**src/rtl/bitcell_array_responder.sv**
```systemverilog
// Memory-side responder for the bitcell controller's valid/rw request port.
// Holds a DEPTH x WIDTH array of storage words. It accepts one request at a time.
// A write commits WR_LAT cycles after it is accepted. A read is sensed one cycle
// after it is accepted. Each request finishes with a four-phase valid/ack handshake.
module bitcell_array_responder #(
   parameter int WIDTH  = 8,
   parameter int DEPTH  = 4,
   parameter int ADDR_W = 2,
   parameter int WR_LAT = 2
) (
   input  logic              clk,
   input  logic              rst,
   input  logic              valid,
   input  logic              rw,
   input  logic [ADDR_W-1:0] addr,
   input  logic [WIDTH-1:0]  wdata,
   output logic [WIDTH-1:0]  rdata,
   output logic              ack,
   output logic              busy,
   output logic              err
);

   typedef enum logic [1:0] {
      ST_IDLE,
      ST_WRITE,
      ST_READ,
      ST_ACK
   } state_t;

   // One extra bit so that DEPTH == 2**ADDR_W is still representable.
   localparam logic [ADDR_W:0] DEPTH_W  = (ADDR_W+1)'(DEPTH);
   localparam logic [3:0]      CNT_LAST = 4'(WR_LAT - 1);

   state_t            state_reg;
   logic [ADDR_W-1:0] addr_reg;
   logic [WIDTH-1:0]  wdata_reg;
   logic [3:0]        cnt_reg;
   logic [WIDTH-1:0]  mem_reg [DEPTH];

   logic              in_range;
   logic              wr_commit;
   logic [DEPTH-1:0]  word_we;
   logic [WIDTH-1:0]  rd_word;

   assign in_range  = {1'b0, addr_reg} < DEPTH_W;
   assign wr_commit = (state_reg == ST_WRITE) && (cnt_reg == CNT_LAST);

   // There is one write enable per existing word. An out-of-range address
   // therefore matches no word, and nothing is written.
   genvar gi;
   generate
      for (gi = 0; gi < DEPTH; gi++) begin : g_word
         assign word_we[gi] = wr_commit && (addr_reg == ADDR_W'(gi));
      end
   endgenerate

   // Read mux over the existing words. An unmatched address reads as zero.
   always_comb begin
      rd_word = '0;
      for (int i = 0; i < DEPTH; i++) begin
         if (addr_reg == ADDR_W'(i)) rd_word = mem_reg[i];
      end
   end

   // Storage array: cleared by reset, written only on the commit edge.
   always_ff @(posedge clk) begin
      if (rst) begin
         for (int i = 0; i < DEPTH; i++) mem_reg[i] <= '0;
      end else begin
         for (int i = 0; i < DEPTH; i++) begin
            if (word_we[i]) mem_reg[i] <= wdata_reg;
         end
      end
   end

   // Request FSM with registered handshake outputs and read data.
   always_ff @(posedge clk) begin
      if (rst) begin
         state_reg <= ST_IDLE;
         addr_reg  <= '0;
         wdata_reg <= '0;
         cnt_reg   <= '0;
         rdata     <= '0;
         ack       <= 1'b0;
         busy      <= 1'b0;
         err       <= 1'b0;
      end else begin
         case (state_reg)
            ST_IDLE: begin
               if (valid) begin
                  addr_reg  <= addr;
                  wdata_reg <= wdata;
                  cnt_reg   <= '0;
                  busy      <= 1'b1;
                  state_reg <= rw ? ST_WRITE : ST_READ;
               end
            end
            ST_WRITE: begin
               if (cnt_reg == CNT_LAST) begin
                  cnt_reg   <= '0;
                  ack       <= 1'b1;
                  err       <= ~in_range;
                  state_reg <= ST_ACK;
               end else begin
                  cnt_reg <= cnt_reg + 4'd1;
               end
            end
            ST_READ: begin
               rdata     <= in_range ? rd_word : '0;
               ack       <= 1'b1;
               err       <= ~in_range;
               state_reg <= ST_ACK;
            end
            ST_ACK: begin
               // The ack phase ends only when the controller has released valid.
               if (!valid) begin
                  ack       <= 1'b0;
                  err       <= 1'b0;
                  busy      <= 1'b0;
                  state_reg <= ST_IDLE;
               end
            end
            default: state_reg <= ST_IDLE;
         endcase
      end
   end

endmodule

```
**config.mk**
```make
export PLATFORM = sky130hd
export DESIGN_NAME = bitcell_array_responder
export DESIGN_NICKNAME = d
export VERILOG_FILES = /design/src/rtl/bitcell_array_responder.sv
export SDC_FILE = /design/constraint.sdc
export NUM_CORES = 1
export LEC_CHECK = 0
export CAP_MARGIN = 20
export CORE_MARGIN = 5
export CORE_UTILIZATION = 40
export CTS_BUF_LIST = sky130_fd_sc_hd__clkbuf_4 sky130_fd_sc_hd__clkbuf_8
export DETAILED_ROUTE_END_ITERATION = 12
export GPL_TIMING_DRIVEN = 0
export SETUP_SLACK_MARGIN = 0.3
export SYNTH_ARGS = -nofsm -noshare
export SYNTH_HDL_FRONTEND = slang
export SYNTH_SLANG_ARGS = --single-unit
```
**constraint.sdc**
```tcl
create_clock -name clk -period 4.74 [get_ports clk]
set_clock_uncertainty 0.1 [all_clocks]
set_input_delay 1.422 -clock clk [delete_from_list [all_inputs] [get_ports clk]]
set_output_delay 1.422 -clock clk [all_outputs]
set_load 0.05 [all_outputs]
```
==> flow_metrics.tcl, run 1 <==
set metrics [dict create \
    numClockSinks 58 \
    layout_min_cycle_time_ps 3019 \
    dp_hpwl_um 3343 \
    gr-total-overflow 0 \
    cts_resized 0 \
    path_class "flip-flop to primary output" \
    io_pins 25 \
    die_y_um 89.88 \
    power.leakage_uw 0.001122 \
    cts_tree "yes" \
    synth_edf_count 32 \
    path_depth 1 \
    worst-endpoint-arrival_ps 1500 \
    start_kind "flip-flop" \
    largest_register_ffs 32 \
    synth.yosys.seq_area_share_pct 58.04 \
    grt_pass1_wl_um 8107 \
    p_per_area_mw_per_mm2 486.8 \
    dieArea_mm2 0.008078 \
    drtIter0Drc 81 \
    gp_congestion 0.7844 \
    start_util_pct 40.66 \
    dpl.cell_count 314 \
    drive_above_1_share_pct 12.25 \
    rsz0062_at_grt "false" \
    fillers 597 \
    cap_viol_max_count 0 \
    clkTransAtPathRegs_ps 60 \
    r2r_cells 5 \
    synth_nets 234 \
    p_total_uw 1503 \
    ant_nets 0 \
    outcome "finished clean" \
    tightestPinTransition_ps 931.7 \
    num_vias 1599 \
    tns_ps 0 \
    yosysWarnings 0 \
    crit_chain "clkdlybuf4s50_1" \
    drcViolationCount 0 \
    path_buf_inv 1 \
    nets 267 \
    fin_crit_sh_pct 63.70 \
    io_buffers 22 \
    hold_viol 0 \
    area_growth_pct 20.93 \
    post-cts-setup-buffers 0 \
    synth_cells 215 \
    drt_pre_antenna_iters 4 \
    ys_types 32 \
    numCtsBuffers 9 \
    vdd.ir_drop.worst_uv 268.7 \
    cts_root_buffer "clkbuf_8" \
    antenna_found_initial 0 \
    via_per_inst 4.845 \
    crit_family "buffers and inverters" \
    layoutNonFillerInstCount 330 \
    grt_max_degree 11 \
    ys_async_sr_fraction_pct 0 \
    hp-class "flip-flop to flip-flop" \
    n_antenna_cell 0 \
    netlist_area_mm2 0.002552 \
    htreeDepth 3 \
    die_x_um 89.88 \
    yosysTopAreaCell "edfxtp_1" \
    synthTopCellsByCount "and2_1, edfxtp_1, dfxtp_1, nand2_1" \
    fp-row-count 29 \
    netlist.area_leader.share_pct 37.65 \
    drt_wl_total_um 4843 \
    synth_area_leaders "edfxtp_1, dfxtp_1, and2_1, mux4_2, nand2_1" \
    cpPeakStageDelay_ps 810 \
    hold_buffers 0 \
    worstSkewPairLatency_ps 330 \
    yosysMostFrequentCell "and2_1" \
    ys.flop_type "edfxtp_1" \
    grt_pass1_vias 1625 \
    hold_path_depth 2 \
    synth_area_per_cell_um2 11.87 \
    cp_slowest_cell "clkdlybuf4s50_1" \
    setup_violations 0 \
    wire_per_inst_um 14.68 \
    fmax_mhz 331.2 \
    yosys_register_bits 58 \
    cp-end-kind "primary output" \
    core_mm2 0.006277 \
    worstPathMaxFanout 3 \
    slew_headroom_pct 37.76 \
    cts_max_path_buffers 2 \
    slew_viol_final 0 \
    grt.total_usage_pct 12.97 \
    crit_required_ps 3220 \
]
==> report_power, final <==
group | leakage, uW | switching, uW | internal, uW
logic | 0.000463 | 229 | 159
clock network | 0.000116 | 188 | 306
registers | 0.000543 | 37.0 | 583
total | 0.00112 | 455 | 1050
==> metal layers <==
| metal | part of all wire, % | GRT usage [%] |
|---|---|---|
| met3 | 5.1 | 5.593 |
| met2 | 48 | 20.49 |
| met5 | 0 | 0 |
| met4 | 0.97 | 4.094 |
| met1 | 46 | 16.04 |
==> per-stage QoR <==
stage	worst slack (ps)	cell area (um^2)	utilization [%]	hold slack, ps
CTS	1707	3087	49.17	371.0
finish	1721	3087	49.17	368.4
floorplan	2151	2552	-	356.9
detailed placement	1652	2869	45.70	362.4
global route	1669	3087	49.17	402.7
global placement	1633	2869	45.70	361.8
==> path summary, 6_finish.rpt <==
path                start  slack [ps]            end
min                   ack         370            ack
max                  busy        1720           busy
min reg2reg           ack         370            ack
max reg2reg  state_reg[1]        2330  mem_reg[1][3]
==> kinds of logic (layout without fill, tap and decap cells) <==
logic type | count (synthesis) | after routing | synth area share [%]
flops | 58 | 58 | 58.04
buf+inv | 12 | 50 | 2.402
mux | 16 | 16 | 10.20
simple gates | 93 | 93 | 19.07
other cells | 1 | 1 | 0.1469
compound gates | 30 | 30 | 7.697
fa+ha+maj | 5 | 5 | 2.451
==> cell usage in the layout, fill, tap and decap left out <==
cell type	instances
and2_1	35
edfxtp_1	32
nand2_1	26
dfxtp_1	26
clkdlybuf4s50_1	22
nor2_1	15
a21oi_1	15
clkbuf_8	11
mux4_2	8
mux2i_1	8
clkbuf_1	5
o21bai_1	5
o21ai_0	5
ha_1	5
nand2b_1	4
nor3_1	4
clkinv_2	4
inv_1	3
nand3_1	2
a311oi_1	2
bufinv_16	2
buf_2	1
and3b_1	1
nand3b_1	1
clkbuf_2	1
or4b_4	1
and2_4	1
o31ai_1	1
or3_1	1
nor2b_1	1
a221oi_4	1
and2b_1	1
a22oi_1	1
buf_4	1
conb_1	1
==> layout make-up <==
| type | count | area [um^2] | share of cell area [%] |
|---|---|---|---|
| buffer | 9 | 50.05 | 1.621 |
| clock buffer | 10 | 137.6 | 4.459 |
| clock inverter | 6 | 80.08 | 2.594 |
| inverter | 3 | 11.26 | 0.3648 |
| multi-input combinational | 145 | 1010 | 32.71 |
| sequential | 58 | 1481 | 47.99 |
| tap | 77 | 96.34 | 3.121 |
| timing repair buffer | 22 | 220.2 | 7.134 |
Note: power is estimated with default switching activity, not from simulation.
==> inputs of run 2 (changes only) <==
Clock period 4.74 ns to 2.99 ns, I/O delays scaled along.
==> results of run 2 <==
Same layout as run 1 (identical final DEF). Status: finished clean.
Main changes from that run: setup slack after placement 1652 ps -> 426.8 ps; setup slack after layout 1721 ps -> 495.7 ps; register-to-register setup slack 2330 ps -> 580 ps; total power 1503 uW -> 2382 uW; worst IR drop on VDD 268.7 uV -> 425.9 uV
